[src/rtl/spm_pkg.sv]
// Shared constants for the serial-parallel multiplier product path.
package spm_pkg;

    localparam int unsigned SPM_W  = 32;
    localparam int unsigned SPM_PW = 2 * SPM_W;

    typedef logic [0:0] state_t;
    localparam state_t IDLE  = 1'b0;
    localparam state_t SHIFT = 1'b1;

endpackage

[src/rtl/spm_prod_fifo.sv]
// Synchronous product FIFO; pointers carry an extra wrap bit so full and empty differ.
module spm_prod_fifo #(
    parameter int unsigned WIDTH = 64,
    parameter int unsigned DEPTH = 2
) (
    input  logic                     clk,
    input  logic                     rst,
    input  logic                     push,
    input  logic [WIDTH-1:0]         din,
    input  logic                     pop,
    output logic [WIDTH-1:0]         dout,
    output logic                     empty,
    output logic [$clog2(DEPTH):0]   count,
    output logic                     drop
);

    localparam int unsigned AW = $clog2(DEPTH);
    localparam logic [AW:0] PTR_ONE = (AW+1)'(1);

    logic [WIDTH-1:0] mem [DEPTH];
    logic [AW:0]      wptr;
    logic [AW:0]      rptr;
    logic             full;
    logic             do_pop;
    logic             do_push;

    assign empty   = (wptr == rptr);
    assign full    = (wptr[AW] != rptr[AW]) && (wptr[AW-1:0] == rptr[AW-1:0]);
    assign do_pop  = pop && !empty;
    // A full FIFO still accepts a push when the head leaves in the same cycle.
    assign do_push = push && (!full || do_pop);
    assign drop    = push && full && !do_pop;
    assign count   = wptr - rptr;
    assign dout    = mem[rptr[AW-1:0]];

    always_ff @(posedge clk or posedge rst) begin
        if (rst) begin
            wptr <= '0;
            rptr <= '0;
            for (int unsigned i = 0; i < DEPTH; i++) begin
                mem[i] <= '0;
            end
        end else begin
            if (do_push) begin
                mem[wptr[AW-1:0]] <= din;
                wptr              <= wptr + PTR_ONE;
            end
            if (do_pop) begin
                rptr <= rptr + PTR_ONE;
            end
        end
    end

endmodule

[src/rtl/spm_product_collector.sv]
// Assembles the LSB-first serial product stream into 2W-bit words and queues them.
module spm_product_collector
    import spm_pkg::*;
#(
    parameter int unsigned W     = SPM_W,
    parameter int unsigned DEPTH = 2
) (
    input  logic                     clk,
    input  logic                     rst,
    input  logic                     start_i,
    input  logic                     bit_valid_i,
    input  logic                     bit_i,
    output logic                     prod_valid_o,
    input  logic                     prod_ready_i,
    output logic [2*W-1:0]           prod_o,
    output logic                     busy_o,
    output logic [$clog2(DEPTH):0]   count_o,
    output logic                     overflow_o,
    input  logic                     clr_ovf_i
);

    localparam int unsigned PW = 2 * W;
    localparam int unsigned CW = $clog2(PW) + 1;
    localparam logic [CW-1:0] LAST    = CW'(PW - 1);
    localparam logic [CW-1:0] CNT_ONE = CW'(1);

    state_t          state;
    logic [CW-1:0]   cnt;
    // Only the upper 2W-1 bits are kept: the oldest bit falls out on the final shift.
    logic [PW-2:0]   sr;
    logic            first_bit;
    logic            next_bit;
    logic            push;
    logic            empty;
    logic            drop;
    logic [PW-1:0]   word;

    assign first_bit = bit_valid_i && start_i;
    assign next_bit  = bit_valid_i && !start_i && (state == SHIFT);
    assign push      = next_bit && (cnt == LAST);
    assign word      = {bit_i, sr};
    assign busy_o    = (state == SHIFT);

    always_ff @(posedge clk or posedge rst) begin
        if (rst) begin
            state <= IDLE;
            cnt   <= '0;
            sr    <= '0;
        end else if (first_bit) begin
            state <= SHIFT;
            cnt   <= CNT_ONE;
            sr    <= {bit_i, sr[PW-2:1]};
        end else if (next_bit) begin
            sr <= {bit_i, sr[PW-2:1]};
            if (push) begin
                cnt   <= '0;
                state <= IDLE;
            end else begin
                cnt <= cnt + CNT_ONE;
            end
        end
    end

    always_ff @(posedge clk or posedge rst) begin
        if (rst) begin
            overflow_o <= 1'b0;
        end else if (drop) begin
            overflow_o <= 1'b1;
        end else if (clr_ovf_i) begin
            overflow_o <= 1'b0;
        end
    end

    spm_prod_fifo #(
        .WIDTH (PW),
        .DEPTH (DEPTH)
    ) u_fifo (
        .clk   (clk),
        .rst   (rst),
        .push  (push),
        .din   (word),
        .pop   (prod_ready_i),
        .dout  (prod_o),
        .empty (empty),
        .count (count_o),
        .drop  (drop)
    );

    assign prod_valid_o = !empty;

endmodule

[config.mk]
export PLATFORM = sky130hd
export DESIGN_NAME = spm_product_collector
export DESIGN_NICKNAME = d
export VERILOG_FILES = /design/src/rtl/spm_pkg.sv /design/src/rtl/spm_prod_fifo.sv /design/src/rtl/spm_product_collector.sv
export SDC_FILE = /design/constraint.sdc
export NUM_CORES = 1
export LEC_CHECK = 0
export CAP_MARGIN = 20
export CORE_MARGIN = 2
export CORE_UTILIZATION = 49
export CTS_BUF_LIST = sky130_fd_sc_hd__clkbuf_2 sky130_fd_sc_hd__clkbuf_4 sky130_fd_sc_hd__clkbuf_8
export CTS_CLUSTER_DIAMETER = 120
export DETAILED_ROUTE_END_ITERATION = 7
export GPL_ROUTABILITY_DRIVEN = 0
export PLACE_DENSITY = 0.69
export SETUP_SLACK_MARGIN = 0.05
export SYNTH_ARGS = -nofsm -noshare
export SYNTH_HDL_FRONTEND = slang
export SYNTH_SLANG_ARGS = --single-unit
[constraint.sdc]
create_clock -name clk -period 9.3 [get_ports clk]
set_input_delay 2.79 -clock clk [delete_from_list [all_inputs] [get_ports clk]]
set_output_delay 2.79 -clock clk [all_outputs]
set_load 0.005 [all_outputs]
# Word-level counts from Yosys, hierarchy flattened

Cells that the tools add are included.

Input port bits: 7
Register bits: 204
Output and inout bits: 69
Word-level logic and storage cells: 56

Order comparisons: 3
Equality and inequality tests: 4
Add/sub/neg operators: 4
Reductions and logical operators: 19
Muxes and demuxes: 16
Bitwise operators: 2

Operators by type and width:

| cell                                                        | number |
|---|---|
| two-way mux 64 bit                                          | 4 |
| bitwise mux 128 bit                                         | 1 |
| two-way mux 63 bit                                          | 2 |
| demux 64 bit (select 1 bit)                                 | 1 |
| two-way mux 7 bit                                           | 3 |
| logical AND 1 bit                                           | 10 |
| adder 7 x 1 -> 7 bit (second input constant)                | 1 |
| == test 7 x 6 -> 1 bit (second input constant)              | 1 |
| nonzero test 2 bit                                          | 3 |
| two-way mux 1 bit                                           | 5 |
| adder 2 x 1 -> 2 bit (second input constant)                | 2 |
| >= comparator 2 bit (second input constant)                 | 2 |
| logical NOT 1 bit                                           | 4 |
| NOT 1 -> 2 bit                                              | 2 |
| == test 2 bit                                               | 1 |
| less-than comparator 2 x 1 -> 1 bit (second input constant) | 1 |
| AND reduction 2 bit                                         | 1 |
| subtractor 2 bit                                            | 1 |
| == test 1 bit                                               | 1 |
| logical OR 1 bit                                            | 1 |
| inequality test 1 bit                                       | 1 |

# Logic depth before layout (Yosys ltp)

Gate-level depths: netlist of run 1.

Depth after elaboration: 7
Depth in mapped cells: 8
Gate-level depth less buffers: 6

# Modules after synthesis

From an unflattened synthesis of run 1, not the netlist that was laid out.

Cell total of the unflattened synthesis: 557
Area, all modules: 8708.4 um^2

Modules (own cells, without submodules):

| module                | area an instance (um^2) | instances | cells each | seq. area each (um^2) |
|---|---|---|---|---|
| spm_prod_fifo         | 5836.8                  | 1         | 369        | 3303.2 |
| spm_product_collector | 2871.5                  | 1         | 188        | 1801.7 |

# Worst setup path after synthesis of run 1

OpenSTA, ideal clock, no wires.

Path kind: input -> register
Start point: input port bit_valid_i
End point: register u_fifo.mem[10] (netlist bit)
Data required time: 9175 ps
Cell stages on the path: 7
Path slack: 4984 ps
Arrival time: 4191 ps
Setup time: 125 ps
Path buffers: 3
Cell sequence: buf_2 -> and3b_2 -> nand3_4 -> or3_4 -> buf_6 -> buf_12 -> mux2_4

Word-level cells in the longest chain between the ends: 4

RTL lines:

| element                         | line                        | source |
|---|---|---|
| from (decl)                     | spm_product_collector.sv:11 | `input logic bit_valid_i,` |
| logical AND 1 bit (2 in a row)  | spm_product_collector.sv:39 | `assign next_bit = bit_valid_i && !start_i && (state == SHIFT);` |
| logical AND 1 bit               | spm_product_collector.sv:40 | `assign push = next_bit && (cnt == LAST);` |
| logical AND 1 bit               | spm_prod_fifo.sv:31         | `assign do_push = push && (!full \|\| do_pop);` |
| to (signal, indexed assignment) | spm_prod_fifo.sv:45         | `mem[wptr[AW-1:0]] <= din;` |
| to (decl)                       | spm_prod_fifo.sv:20         | `logic [WIDTH-1:0] mem [DEPTH];` |

Every way passes these cells.
A chain may end at the register's enable or synchronous reset.

# Final worst setup path of run 1

Start point: register u_fifo.rptr[0]
End point: output port prod_valid_o

Word-level cells in the longest chain between the ends: 2

RTL lines:

| element                | line                        | source |
|---|---|---|
| from (decl)            | spm_prod_fifo.sv:22         | `logic [AW:0] rptr;` |
| from (signal assigned) | spm_prod_fifo.sv:49         | `rptr <= rptr + PTR_ONE;` |
| == test 2 bit          | spm_prod_fifo.sv:27         | `assign empty = (wptr == rptr);` |
| logical NOT 1 bit      | spm_product_collector.sv:89 | `assign prod_valid_o = !empty;` |
| to (decl)              | spm_product_collector.sv:13 | `output logic prod_valid_o,` |

Every way passes these cells.

==> load_flow_metrics.sql, run 1 <==
INSERT INTO impl_metrics (metric_group, metric, value, unit) VALUES
('outcome', 'outcome', 'completed', ''),
('route', 'drt_pre_antenna_iters', '4', ''),
('place', 'place.port_buffers', '75', ''),
('worst_hold_path', 'min_delay_worst_endpoint', 'u_fifo.rptr[1]', ''),
('grt', 'grt-ovfl-total', '0', ''),
('synthesis', 'number_of_flip_flops_and_latches_in_the_synthesized_netlist', '204', ''),
('place', 'dp_hpwl', '8.59', 'mm'),
('worst_hold_path', 'hold_path_depth', '1', ''),
('timing', 'layout_min_cycle_time', '5.38', 'ns'),
('synthesis', 'synth_area', '8770', 'µm²'),
('route', 'route.vias.total', '4734', ''),
('finish', 'syn2layout_area_growth', '17.3', '%'),
('clock_network', 'clock_sink_count', '204', ''),
('clock_network', 'cts_tree', 'built', ''),
('worst_setup_path', 'worst_setup_path_start_kind', 'register', ''),
('clock_network', 'clock_latency', '0.51', 'ns'),
('synthesis', 'ys_seq_area_share', '58.2', '%'),
('timing', 'clk_skew', '0.0190', 'ns'),
('floorplan', 'die_h', '138', 'µm'),
('clock_network', 'cts_htree_levels', '2', ''),
('timing', 'tightest_slew', '1.03', 'ns'),
('clock_network', 'cts_root_buf', 'clkbuf_8', ''),
('route', 'post_route_antenna_net_violation_count', '0', ''),
('floorplan', 'die_x', '138', 'µm'),
('worst_setup_path', 'timing.critical_path.fanout_max', '67', ''),
('clock_network', 'post-cts-setup-buffer-count', '0', ''),
('synthesis', 'ys_warn_count', '0', ''),
('synthesis', 'mappedNetlistNets', '557', ''),
('power', 'peakVddDrop', '0.116', 'mV'),
('clock_network', 'numCtsBuffers', '34', ''),
('timing', 'rsz0062_at_grt', 'false', ''),
('synthesis', 'yosysUniqueCellTypes', '31', ''),
('finish', 'area_used_by_multi_input_combinational_logic', '3420', 'µm²'),
('timing', 'max_slew_margin', '31.0', '%'),
('grt', 'initial_antenna_violation_count', '0', ''),
('route', 'wl', '15.7', 'mm'),
('power', 'power.static_leakage', '0.00513', 'µW'),
('worst_setup_path', 'worst_r2r_endpoint', 'u_fifo.mem[7]', ''),
('timing', 'final_max_slew_viol_count', '0', ''),
('clock_network', 'clk_path_buf_depth', '3', ''),
('clock_network', 'postCtsResizedCells', '0', ''),
('grt', 'global_route.usage.total', '17.4', '%'),
('clock_network', 'ctsHoldBuffers', '0', ''),
('route', 'dr.first_iter.drc_count', '177', ''),
('worst_setup_path', 'r2r_setup_slack', '5.59', 'ns'),
('finish', 'antennaDiodeCount', '0', ''),
('finish', 'layout.filler_cells', '1358', ''),
('finish', 'layout.nets', '642', ''),
('worst_setup_path', 'category_of_the_most_critical_setup_path', 'reg2out', ''),
('synthesis', 'postSynthAreaPerCell', '16.0', 'µm²'),
('worst_hold_path', 'hp-start', 'u_fifo.rptr[1]', ''),
('floorplan', 'initial_util', '50.4', '%'),
('worst_setup_path', 'arrival', '2.59', 'ns'),
('clock_network', 'cts.reportedPaths.clkPinSlew', '0.06', 'ns'),
('timing', 'timing.final.setup_violations', '0', ''),
('timing', 'hold_ws', '0.497', 'ns'),
('grt', 'grt_max_degree', '129', ''),
('finish', 'ff_latch_area', '5110', 'µm²'),
('timing', 'fmax', '186', 'MHz'),
('route', 'post_drt_via_cell_ratio', '5.40', ''),
('worst_setup_path', 'rr_startpoint', 'u_fifo.rptr[0]', ''),
('timing', 'final_hold_viol_count', '0', ''),
('route', 'wire_per_inst', '17.9', 'µm'),
('floorplan', 'num_rows', '48', ''),
('timing', 'fin_crit_sh', '57.9', '%'),
('worst_setup_path', 'timing.critical_path.to_type', 'primary output', ''),
('worst_setup_path', 'timing.reg2reg.worst_path_depth', '6', ''),
('grt', 'via_count_of_the_first_global_routing_pass', '5079', ''),
('floorplan', 'design.core.area', '17400', 'µm²'),
('worst_setup_path', 'required', '6.51', 'ns'),
('power', 'power_density', '183', 'nW/µm²'),
('floorplan', 'die_area', '19000', 'µm²'),
('timing', 'fin_setup_tns', '0', 'ns'),
('job', 'cap_violations', '0', ''),
('synthesis', 'post_synth_inst_count', '548', ''),
('worst_hold_path', 'min_path_type', 'reg2reg', ''),
('route', 'route.detailed.drc', '0', ''),
('grt', 'wire_length_of_the_first_global_routing_pass', '26.0', 'mm'),
('finish', 'fraction_of_layout_instances_using_a_drive_strength_above_1', '49.4', '%'),
('floorplan', 'design.portCount', '76', '');
[synthesized netlist by cell type (all sizes together)]
cell | count | area, µm²
mux2 | 255 | 3060
dfrtp | 204 | 5100
buf | 20 | 196
clkbuf | 10 | 37.5
nand2 | 9 | 33.8
inv | 7 | 26.3
o21ai | 7 | 35.0
xnor2 | 5 | 43.8
nand3 | 4 | 32.5
a21oi | 3 | 15.0
and3 | 3 | 18.8
nor3 | 3 | 15.0
a22o | 2 | 17.5
a31oi | 2 | 12.5
and3b | 2 | 22.5
ha | 2 | 25.0
o22ai | 2 | 12.5
a211o | 1 | 8.76
a211oi | 1 | 7.51
nand2b | 1 | 6.26
nand3b | 1 | 7.51
nor2b | 1 | 6.26
nor3b | 1 | 7.51
or2b | 1 | 7.51
or3 | 1 | 11.3
[how the worst max path moves through the flow]
| stage | to | slack [ns] | from |
|---|---|---|---|
| after floorplan | busy_o | 0.94 | rst |
| after global placement | u_fifo.mem[3] | 3.77 | start_i |
| after detailed placement | u_fifo.mem[0] | 3.72 | start_i |
| after CTS | prod_valid_o | 3.81 | u_fifo.rptr[0] |
| after global routing | prod_valid_o | 3.76 | u_fifo.rptr[0] |
| final | prod_valid_o | 3.92 | u_fifo.rptr[0] |
[placed cells by master, fill, tap and decap left out, drive strengths merged, types with 4 or more instances in the layout]
master and count:
nand2 9, nand3 4, inv 7, dfrtp 204, xnor2 5, clkbuf 52, clkdlybuf4s50 75, buf 4
o21ai 7, mux2 255
[cells by family after synthesis]
kind of cell / Yosys count / synth area share [%]
flops: 204 / 58.2
compound gates: 18 / 1.24
buf+inv: 37 / 2.97
simple gates: 27 / 1.93
mux: 255 / 34.9
xor+xnor: 5 / 0.499
fa+ha+maj: 2 / 0.285
[metal layers]
metal | part of all wire [%] | GRT usage (%)
met5 | 0 | 0
met4 | 2.5 | 6.58
met3 | 4.7 | 3.83
met2 | 46 | 28.0
met1 | 47 | 23.3
[sequential cells by signal, summed over array words and instances (netlist names)]
name / cells
sr: 63
overflow_o: 1
u_fifo.rptr: 2
busy_o: 1
u_fifo.wptr: 2
u_fifo.mem: 128
cnt: 7
[worst max-delay path: stages (launching register included)]
cell,delay [ns]
dfrtp_4,1.09
ha_1,0.39
nand2_1,0.11
clkdlybuf4s50_1,0.51
[area by class of cell]
type	count	area share, %
Inverter	7	0.328
Tap cell	225	2.74
Sequential cell	204	49.6
Multi-Input combinational cell	307	33.3
Clock inverter	3	0.170
Timing Repair Buffer	79	7.59
Clock buffer	52	6.29
[where the power goes]
part	total [µW]	internal, µW	leakage, µW	switching, µW
clock	776	440	0.000353	337
sequential	1000	947	0.00279	57.3
combinational	99.1	56.2	0.00199	42.9
total	1880	1440	0.00513	437
[metrics by stage]
step	cells	total power, µW	area (µm²)	utilization [%]	worst slack (ns)
4_1_cts	877	1910	10300	59.1	3.81
3_5_place_dp	822	1120	9630	55.3	3.72
5_1_grt	877	1960	10300	59.1	3.76
3_3_place_gp	822	1110	9630	55.3	3.77
2_1_floorplan	548	1080	8770	-	0.943
6_report	877	1880	10300	59.1	3.92
Note: power is estimated with default switching activity, not from simulation.
==> run 2: changes to the inputs <==
PLACE_DENSITY = 0.72   (was 0.69)
clock period = 4.8 ns   (was 9.3 ns; I/O delays follow)
==> run 2 against run 1 <==
Final cell count up 0.80%. Worst hold slack about the same. Total power grew 97%. Via count is 0.99% lower. Flip-flop and latch count unchanged. Global-route usage decreased by 0.18 points. Setup slack worse by 3.2 ns. First-iteration DRC count is 7.9% lower. Sequential power rose by 95%. Critical path depth unchanged. Clock-buffer cell count stayed put. Critical endpoint is now prod_o[59].
==> load_flow_metrics.sql, run 2 (synthesis results as in run 1) <==
INSERT INTO impl_metrics (metric_group, metric, value, unit) VALUES
('outcome', 'outcome', 'completed', ''),
('clock_network', 'postCtsResizedCells', '0', ''),
('worst_setup_path', 'rr_startpoint', 'u_fifo.rptr[0]', ''),
('floorplan', 'num_rows', '48', ''),
('worst_setup_path', 'worstPathCellList', 'buf_4, mux2_2, clkdlybuf4s50_1', ''),
('power', 'sequentialPowerShare', '52.7', '%'),
('timing', 'timing.final.setup_violations', '0', ''),
('finish', 'ff_latch_area', '5110', 'µm²'),
('timing', 'fin_crit_sh', '84.9', '%'),
('route', 'wl', '15.6', 'mm'),
('worst_setup_path', 'timing.critical_path.fanout_max', '42', ''),
('finish', 'largest_registers', 'u_fifo.mem: 128 flops, sr: 63 flops, cnt: 7 flops', ''),
('finish', 'antennaDiodeCount', '0', ''),
('worst_setup_path', 'category_of_the_most_critical_setup_path', 'reg2out', ''),
('job', 'cap_violations', '0', ''),
('grt', 'grt_max_degree', '91', ''),
('clock_network', 'numCtsBuffers', '31', ''),
('worst_setup_path', 'crit_family', 'buffers and inverters', ''),
('worst_setup_path', 'required', '3.36', 'ns'),
('floorplan', 'die_area', '19000', 'µm²'),
('clock_network', 'ctsHoldBuffers', '0', ''),
('grt', 'grt-ovfl-total', '0', ''),
('clock_network', 'clk_path_buf_depth', '3', ''),
('place', 'place.port_buffers', '75', ''),
('timing', 'fin_setup_tns', '0', 'ns'),
('timing', 'clk_skew', '0.0104', 'ns'),
('clock_network', 'cts.reportedPaths.clkPinSlew', '0.06', 'ns'),
('worst_hold_path', 'min_path_type', 'reg2reg', ''),
('clock_network', 'cts_root_buf', 'clkbuf_8', ''),
('finish', 'fraction_of_layout_instances_using_a_drive_strength_above_1', '49.9', '%'),
('clock_network', 'clock_sink_count', '204', ''),
('finish', 'regMostFlops', 'u_fifo.mem', ''),
('finish', 'largest_register_ff_count', '128', ''),
('timing', 'hold_ws', '0.497', 'ns'),
('timing', 'max_slew_margin', '32.7', '%'),
('floorplan', 'design.core.area', '17400', 'µm²'),
('route', 'post_route_antenna_net_violation_count', '0', ''),
('route', 'drt_pre_antenna_iters', '4', ''),
('worst_hold_path', 'hp-start', 'u_fifo.rptr[1]', ''),
('route', 'route.detailed.drc', '0', ''),
('floorplan', 'die_x', '138', 'µm'),
('route', 'route.vias.total', '4687', ''),
('clock_network', 'post-cts-setup-buffer-count', '0', ''),
('timing', 'rsz0062_at_grt', 'false', ''),
('timing', 'fmax', '245', 'MHz'),
('floorplan', 'die_h', '138', 'µm'),
('timing', 'final_hold_viol_count', '0', ''),
('power', 'switching_power', '838', 'µW'),
('place', 'placed_instances', '826', ''),
('worst_setup_path', 'worst_r2r_endpoint', 'u_fifo.mem[52]', ''),
('worst_hold_path', 'min_delay_worst_endpoint', 'u_fifo.rptr[1]', ''),
('place', 'dp_hpwl', '9.11', 'mm'),
('floorplan', 'design.portCount', '76', ''),
('finish', 'syn2layout_area_growth', '18.7', '%'),
('worst_setup_path', 'worst_setup_path_start_kind', 'register', ''),
('worst_setup_path', 'slowest_cell_delay_on_critical_path', '0.83', 'ns'),
('route', 'dr.first_iter.drc_count', '163', ''),
('worst_setup_path', 'worst_path_max_delay_cell', 'dfrtp_4', ''),
('clock_network', 'cts_htree_levels', '1', ''),
('power', 'clock_power_share', '42.0', '%'),
('finish', 'final_cell_count_no_fill', '884', ''),
('floorplan', 'initial_util', '50.4', '%'),
('timing', 'tightest_slew', '1.01', 'ns'),
('grt', 'initial_antenna_violation_count', '0', ''),
('finish', 'layout_common_cells', 'mux2_2, dfrtp_1, clkdlybuf4s50_1', ''),
('timing', 'layout_min_cycle_time', '4.08', 'ns'),
('clock_network', 'clock_latency', '0.55', 'ns'),
('power', 'peakVddDrop', '0.224', 'mV'),
('finish', 'layout.nets', '643', ''),
('power', 'power.static_leakage', '0.00518', 'µW'),
('worst_setup_path', 'timing.reg2reg.worst_path_depth', '6', ''),
('finish', 'layout_commonest_cell', 'mux2_2', ''),
('worst_setup_path', 'worstPathBufferInverterCount', '2', ''),
('worst_setup_path', 'r2r_setup_slack', '1.48', 'ns'),
('grt', 'via_count_of_the_first_global_routing_pass', '5137', ''),
('worst_setup_path', 'arrival', '2.64', 'ns'),
('power', 'switching_share', '22.7', '%'),
('grt', 'wire_length_of_the_first_global_routing_pass', '26.0', 'mm'),
('timing', 'final_max_slew_viol_count', '0', ''),
('route', 'post_drt_via_cell_ratio', '5.30', ''),
('grt', 'global_route.usage.total', '17.3', '%'),
('worst_hold_path', 'hold_path_depth', '1', ''),
('worst_setup_path', 'timing.critical_path.to_type', 'primary output', ''),
('power', 'power_density', '355', 'nW/µm²'),
('power', 'internal-power', '2860', 'µW'),
('power', 'power_frac_comb', '5.3', '%'),
('clock_network', 'cts_tree', 'built', ''),
('finish', 'area_used_by_multi_input_combinational_logic', '3420', 'µm²'),
('finish', 'layout.filler_cells', '1347', ''),
('route', 'wire_per_inst', '17.7', 'µm');
==> run 2: cell count changes in the layout (fill, tap and decap cells not counted), sizes merged <==
cell / previous run / this run
inv: 7 / 6
clkinv: 2 / 4
buf: 4 / 8
bufinv: 0 / 1
clkinvlp: 1 / 2
==> run 2: worst max path at each step <==
stage               slack, ns        endpoint  cells past startpoint      startpoint
floorplan                0.72          busy_o                      1             rst
global placement         0.80  u_fifo.mem[52]                      6         start_i
detailed placement       0.70  u_fifo.mem[28]                      6         start_i
CTS                      0.62      prod_o[59]                      3  u_fifo.rptr[0]
global route             0.58      prod_o[24]                      3  u_fifo.rptr[0]
finish                   0.72      prod_o[59]                      3  u_fifo.rptr[0]
==> run 2: area by class of cell <==
class / instances / area share, %
timing repair buffer: 83 / 8.27
multi-input combinational: 307 / 32.9
sequential: 204 / 49.1
clock buffer: 52 / 6.27
tap: 225 / 2.70
clock inverter: 6 / 0.553
inverter: 7 / 0.288
==> run 2: metal layers <==
| metal | routed length (µm) | global-route usage, % | vias up |
|---|---|---|---|
| met1 | 7170 | 23.7 | 2420 |
| met3 | 563 | 3.50 | 35 |
| li1 | - | - | 2139 |
| met4 | 356 | 4.65 | 0 |
| met2 | 7550 | 28.2 | 93 |
| met5 | 0 | 0 | - |
==> run 2: metrics by stage <==
| stage | setup WS (ns) | utilization (%) | area (µm²) | total power [µW] |
|---|---|---|---|---|
| final | 0.723 | 59.8 | 10400 | 3700 |
| after detailed placement | 0.703 | 55.7 | 9700 | 2180 |
| after CTS | 0.622 | 59.8 | 10400 | 3760 |
| after floorplan | 0.716 | - | 8770 | 2100 |
| after global placement | 0.799 | 55.7 | 9700 | 2160 |
| after global routing | 0.579 | 59.8 | 10400 | 3880 |
==> run 2: power by group through the flow <==
stage               logic (µW)  clock network (µW)  registers, µW
floorplan                  161                   0           1940
global placement           190                   0           1970
detailed placement         199                   0           1980
CTS                        201                1610           1950
global route               219                1690           1970
finish                     195                1550           1950
==> run 2: worst reg2reg max path: cells and delay by family (launching register included) <==
kind | cells | cell delay [ns]
fa+ha+maj | 1 | 0.42
buf+inv | 2 | 0.42
flops | 1 | 0.71
mux | 1 | 0.32
simple gates | 2 | 1.33
